===== config.mk =====
export PLATFORM = sky130hd
export DESIGN_NAME = mem_access_ctrl
export DESIGN_NICKNAME = d
export VERILOG_FILES = /design/src/rtl/mem_access_pkg.sv /design/src/rtl/mem_lane_fmt.sv /design/src/rtl/mem_access_ctrl.sv
export SDC_FILE = /design/constraint.sdc
export NUM_CORES = 1
export LEC_CHECK = 0
export CAP_MARGIN = 20
export CORE_ASPECT_RATIO = 0.9
export CORE_MARGIN = 2
export CORE_UTILIZATION = 30
export DETAILED_ROUTE_END_ITERATION = 10
export GPL_TIMING_DRIVEN = 0
export HOLD_SLACK_MARGIN = 0.05
export PLACE_DENSITY = 0.57
export SLEW_MARGIN = 20
export SYNTH_ARGS = -nofsm -noshare
export SYNTH_HDL_FRONTEND = slang
export SYNTH_SLANG_ARGS = --single-unit

===== constraint.sdc =====
create_clock -name clk -period 2.7 [get_ports clk]
set_input_delay 0.54 -clock clk [delete_from_list [all_inputs] [get_ports clk]]
set_output_delay 0.54 -clock clk [all_outputs]
set_load 0.005 [all_outputs]

===== src/rtl/mem_access_pkg.sv =====
// mem_access_pkg: size encodings, FSM states and lane helpers for mem_access_ctrl
package mem_access_pkg;

    localparam logic [1:0]  SZ_BYTE   = 2'b00;
    localparam logic [1:0]  SZ_HALF   = 2'b01;
    localparam logic [1:0]  SZ_WORD   = 2'b10;

    localparam logic [31:0] BYTE_MASK = 32'h0000_00ff;
    localparam logic [31:0] HALF_MASK = 32'h0000_ffff;
    localparam logic [31:0] WORD_MASK = 32'hffff_ffff;

    typedef enum logic [1:0] {ST_IDLE, ST_READ, ST_WRITE, ST_DONE} state_t;

    // Reserved size 11 behaves as a word, so anything >= SZ_WORD is a word access
    function automatic logic is_word(input logic [1:0] size);
        return size >= SZ_WORD;
    endfunction

    // Bit offset of the addressed lane; misaligned low address bits are dropped
    function automatic logic [4:0] lane_shift(input logic [1:0] size, input logic [1:0] off);
        return size == SZ_BYTE ? {off, 3'b000} : size == SZ_HALF ? {off[1], 4'b0000} : 5'd0;
    endfunction

    // Unshifted mask covering the bits of one access of the given size
    function automatic logic [31:0] lane_mask(input logic [1:0] size);
        return size == SZ_BYTE ? BYTE_MASK : size == SZ_HALF ? HALF_MASK : WORD_MASK;
    endfunction

endpackage


===== src/rtl/mem_lane_fmt.sv =====
// mem_lane_fmt: little-endian load extract/extend and sub-word store merge
module mem_lane_fmt (
    input  logic [1:0]  size,
    input  logic [1:0]  off,
    input  logic        sign_ext,
    input  logic [31:0] rword,
    input  logic [31:0] wdata,
    output logic [31:0] ldata,
    output logic [31:0] mdata
);
    import mem_access_pkg::*;

    logic [4:0]  sh;
    logic [31:0] mask;
    logic [7:0]  lane_b;
    logic [15:0] lane_h;

    // Right-justify and extend the addressed lane; splice store data into the old word
    always_comb begin
        sh     = lane_shift(size, off);
        mask   = lane_mask(size) << sh;
        lane_b = rword[{off, 3'b000} +: 8];
        lane_h = rword[{off[1], 4'b0000} +: 16];
        ldata  = size == SZ_BYTE ? {{24{sign_ext & lane_b[7]}}, lane_b}
               : size == SZ_HALF ? {{16{sign_ext & lane_h[15]}}, lane_h}
               : rword;
        mdata  = (rword & ~mask) | ((wdata << sh) & mask);
    end

endmodule


===== src/rtl/mem_access_ctrl.sv =====
// mem_access_ctrl: req/done load/store sequencer for a word-only data memory.
// Define MISALIGN_TRAP_EN to trap misaligned half/word accesses instead of truncating.
module mem_access_ctrl #(
    parameter int AW = 10,
    parameter int DW = 32
) (
    input  logic          clk,
    input  logic          rst_n,
    input  logic          req,
    input  logic          we,
    input  logic [1:0]    size,
    input  logic          sign_ext,
    input  logic [DW-1:0] addr,
    input  logic [DW-1:0] wdata,
    output logic          busy,
    output logic          done,
    output logic [DW-1:0] rdata,
    output logic          misalign,
    output logic [AW-1:0] dm_addr,
    output logic [DW-1:0] dm_din,
    output logic          dm_we,
    input  logic [DW-1:0] dm_dout
);
    import mem_access_pkg::*;

    state_t        state_q, state_d;
    logic          we_q, we_d;
    logic [1:0]    size_q, size_d;
    logic          sext_q, sext_d;
    logic [1:0]    off_q, off_d;
    logic [DW-1:0] wdata_q, wdata_d;
    logic [AW-1:0] dm_addr_q, dm_addr_d;
    logic [DW-1:0] dm_din_q, dm_din_d;
    logic [DW-1:0] rdata_q, rdata_d;
    logic          mis_q, mis_d;
    logic          mis_req;
    logic [DW-1:0] ldata, mdata;
    logic          unused_addr_hi;

    // Address bits above the memory window wrap and are deliberately ignored
    assign unused_addr_hi = ^addr[DW-1:AW+2];

`ifdef MISALIGN_TRAP_EN
    assign mis_req = (size == SZ_HALF && addr[0]) || (is_word(size) && addr[1:0] != 2'b00);
`else
    assign mis_req = 1'b0;
`endif

    mem_lane_fmt u_fmt (
        .size     (size_q),
        .off      (off_q),
        .sign_ext (sext_q),
        .rword    (dm_dout),
        .wdata    (wdata_q),
        .ldata    (ldata),
        .mdata    (mdata)
    );

    // Next-state and datapath: IDLE accepts, READ samples memory, WRITE commits, DONE reports
    always_comb begin
        state_d   = state_q;
        we_d      = we_q;
        size_d    = size_q;
        sext_d    = sext_q;
        off_d     = off_q;
        wdata_d   = wdata_q;
        dm_addr_d = dm_addr_q;
        dm_din_d  = dm_din_q;
        rdata_d   = rdata_q;
        mis_d     = 1'b0;
        case (state_q)
            ST_IDLE: if (req) begin
                we_d      = we;
                size_d    = size;
                sext_d    = sign_ext;
                off_d     = addr[1:0];
                wdata_d   = wdata;
                dm_addr_d = addr[AW+1:2];
                mis_d     = mis_req;
                dm_din_d  = (we && !mis_req && is_word(size)) ? wdata : dm_din_q;
                state_d   = mis_req ? ST_DONE : (we && is_word(size)) ? ST_WRITE : ST_READ;
            end
            ST_READ: begin
                dm_din_d = we_q ? mdata : dm_din_q;
                rdata_d  = we_q ? rdata_q : ldata;
                state_d  = we_q ? ST_WRITE : ST_DONE;
            end
            ST_WRITE: state_d = ST_DONE;
            default:  state_d = ST_IDLE;
        endcase
    end

    // State and datapath registers; reset aborts any transaction in flight
    always_ff @(posedge clk or negedge rst_n) begin
        if (!rst_n) begin
            state_q   <= ST_IDLE;
            we_q      <= 1'b0;
            size_q    <= SZ_BYTE;
            sext_q    <= 1'b0;
            off_q     <= 2'b00;
            wdata_q   <= '0;
            dm_addr_q <= '0;
            dm_din_q  <= '0;
            rdata_q   <= '0;
            mis_q     <= 1'b0;
        end else begin
            state_q   <= state_d;
            we_q      <= we_d;
            size_q    <= size_d;
            sext_q    <= sext_d;
            off_q     <= off_d;
            wdata_q   <= wdata_d;
            dm_addr_q <= dm_addr_d;
            dm_din_q  <= dm_din_d;
            rdata_q   <= rdata_d;
            mis_q     <= mis_d;
        end
    end

    assign busy     = state_q != ST_IDLE;
    assign done     = state_q == ST_DONE;
    assign dm_we    = state_q == ST_WRITE;
    assign misalign = mis_q;
    assign rdata    = rdata_q;
    assign dm_addr  = dm_addr_q;
    assign dm_din   = dm_din_q;

endmodule


==> results.sh <==
export IMPL_dp_cells=1083
export IMPL_fin_ws_ns=0.288
export IMPL_synthTopCellsByCount="dfrtp_1, mux2_2, nor2_1"
export IMPL_dr_total_vias=5907
export IMPL_seqPwrFrac_pct=28.9
export IMPL_ys_types=41
export IMPL_num_nets_final=924
export IMPL_gr_usage_all_layers_pct=21.3
export IMPL_synth_seq_area_share_pct=44.8
export IMPL_r2r_slack_ns=0.33
export IMPL_detail_route_antenna_nets=0
export IMPL_finalSetupViolCount=0
export IMPL_p_comb_share_pct=51.7
export IMPL_finalHoldViolCount=0
export IMPL_peakVddDrop_uv=593
export IMPL_ys_warn_count=0
export IMPL_p_switching_w=0.00457
export IMPL_outcome="finished, final reports clean"
export IMPL_fmax_mhz=415
export IMPL_syn_avg_cell_area_um2=10.0
export IMPL_synth_area_um2=6370
export IMPL_finalClockSkew_ns=0.00658
export IMPL_synthMostInstantiatedCell="dfrtp_1"
export IMPL_maxSlewHeadroom_pct=51.1
export IMPL_critPathKind="reg -> out"
export IMPL_drt_initial_drc_count=495
export IMPL_syn_inst=637
export IMPL_firstDrtPassIters=5
export IMPL_fin_crit_ns=2.41
export IMPL_die_h_um=142
export IMPL_wirelength_um=23500
export IMPL_numPortBuffers=159
export IMPL_hpwl_um=17500
export IMPL_slew_violations=0
export IMPL_antenna_found_initial=1
export IMPL_switching_share_pct=39.7
export IMPL_synthFlopType="dfrtp_1"
export IMPL_pre_cts_ws_ns=0.189
export IMPL_synth_seq_cells=114
export IMPL_drive_above_1_share_pct=14.8
export IMPL_drc_errors=0
export IMPL_p_per_area_nw_per_um2=1290
export IMPL_initial_core_util_pct=30.6
export IMPL_hold_path_class="in -> async"
export IMPL_core_um2=20800
export IMPL_cts_resized=0
export IMPL_row_count=50
export IMPL_power_leakage_nw=3.56
export IMPL_synth_area_leaders="dfrtp_1, mux2_2, a21oi_1, nor2_1, nor2b_1"
export IMPL_htree_num_levels=4
export IMPL_synth_largest_area_cell="dfrtp_1"
export IMPL_holdBufCountCts=0
export IMPL_critPathRequiredTime_ns=2.16
export IMPL_final_cells=1114
export IMPL_tns_ns=0
export IMPL_postPlaceCellArea_um2=8350
export IMPL_clkLatencyLatePin_ns=0.41
export IMPL_pin_count=181
export IMPL_wire_per_inst_um=21.1
export IMPL_crit_path_end_kind="primary output"
export IMPL_clock_sinks=114
export IMPL_cts_tree="built"
export IMPL_grt_setup_unrepaired="no"
export IMPL_grt_overflow=0
export IMPL_die_w_um=158
export IMPL_ctsLongestPathBuffers=2
export IMPL_via_per_inst=5.30
export IMPL_final_area_um2=8930
export IMPL_grt_pass1_vias=5886
export IMPL_place_congestion=0.856
export IMPL_rr_startpoint="state_q[1]"
export IMPL_synth_top_area_share_pct=44.8
export IMPL_async_flop_share_pct=100
export IMPL_holdWs_ns=0.0997
export IMPL_synth_edf_count=0
export IMPL_r2r_end="dm_din[25]"
export IMPL_syn_nets=745
export IMPL_max_slew_worst_pin_slew_ns=0.734
export IMPL_internal_power_w=0.00694
export IMPL_grt_max_degree=60
export IMPL_crit_fanout=7
export IMPL_clkPwrFrac_pct=19.4
export IMPL_clk_pin_slew_ns=0.05
export IMPL_worst_setup_path_start_kind="flop"
export IMPL_r2r_cells=6
export IMPL_cts_buffers=17
export IMPL_die_area_um2=22400
export IMPL_max_cap_viol_count=0
export IMPL_root_buffer="clkbuf_16"
export IMPL_post_cts_setup_buffer_count=0
export IMPL_post_route_period_util_pct=89.3
export IMPL_areaGrowthSynthToFinish_pct=40.3
export IMPL_grt_pass1_wl_um=35400
export IMPL_worst_ep_arrival_time_ns=1.87
==> sequential cells by signal, summed over array words and instances, names as in the netlist <==
signal   flops
rdata       32
off_q        2
dm_din      32
size_q       2
dm_addr     10
wdata_q     32
sext_q       1
we_q         1
state_q      2
==> worst max-delay path, stage by stage, from the launching register on <==
cell and delay, ns:
dfrtp_1 0.42, inv_1 0.09, ha_1 0.30, inv_1 0.12
clkdlybuf4s50_1 0.52
==> through the flow <==
step,utilization (%),total power (W)
CTS,42.9,0.0115
global placement,39.9,0.00917
global route,42.9,0.0123
floorplan,-,0.00664
finish,42.9,0.0115
detailed placement,40.1,0.00925
==> how the worst max path moves through the flow <==
stage | startpoint | end | slack [ns] | cells past startpoint
after detailed placement | req | dm_din[1] | 0.19 | 6
after global placement | rst_n | wdata_q[20] | -3.68 | 1
final | state_q[0] | busy | 0.29 | 4
after CTS | state_q[0] | busy | 0.26 | 4
after floorplan | state_q[0] | dm_din[10] | 0.99 | 8
after global routing | state_q[1] | dm_din[25] | 0.10 | 6
==> cell usage in the layout (no fill, tap or decap), types with 2 or more instances in the layout <==
cell type,instances
buf_6,3
mux2_2,48
nand2b_1,11
nor3b_1,17
buf_4,6
o21ai_0,19
nor2b_1,27
clkbuf_1,27
mux4_2,7
a21oi_1,39
dfrtp_1,114
a311oi_1,8
o21ai_2,2
nand2_1,40
a22oi_1,7
inv_2,2
clkdlybuf4s50_1,158
mux2i_1,12
a31oi_1,9
o31ai_1,9
o32ai_1,9
o22ai_1,8
o221ai_1,8
buf_2,20
nand3b_1,8
a22o_1,15
a221oi_1,15
clkbuf_8,8
a211oi_1,8
o211ai_1,8
a21boi_0,8
nand3_1,30
inv_1,27
clkbuf_16,17
nor2_1,47
or3_1,9
a21oi_2,2
ha_1,5
==> layout make-up <==
class                   instances  area [µm²]
fillers                      2095       11900
diodes                          1        2.50
clock inverters                 3        42.5
inverters                      29         109
clock buffers                  27         543
repair buffers                160        1620
well taps                     286         358
flip-flops and latches        114        2850
plain buffers                  53         262
multi-input cells             441        3140
==> power groups by stage <==
stage	clock network [W]	registers (W)	logic (W)
global route	0.00235	0.00343	0.00650
finish	0.00224	0.00332	0.00595
CTS	0.00228	0.00331	0.00595
floorplan	0	0.00314	0.00350
detailed placement	0	0.00333	0.00592
global placement	0	0.00332	0.00585
==> layer usage <==
| layer | global-route usage (%) | vias to the layer above | part of all wire (%) |
|---|---|---|---|
| met5 | 0 | - | 0 |
| met4 | 6.36 | 0 | 2.1 |
| met3 | 4.78 | 26 | 8.1 |
| met2 | 31.2 | 274 | 43 |
| met1 | 31.1 | 2916 | 47 |
| li1 | - | 2691 | - |
==> logic make-up (layout without fill, tap and decap cells) <==
logic type,after synthesis,count (layout),synth area share (%)
AO/OA/AOI/OAI,178,178,20.1
adder cells (fa/ha/maj),5,5,0.983
buffers and inverters,82,272,5.82
flip-flops,114,114,44.8
multiplexers,67,67,12.9
other,1,2,0.0589
AND/OR/NAND/NOR,190,190,15.4
(Power assumes the default switching activity.)
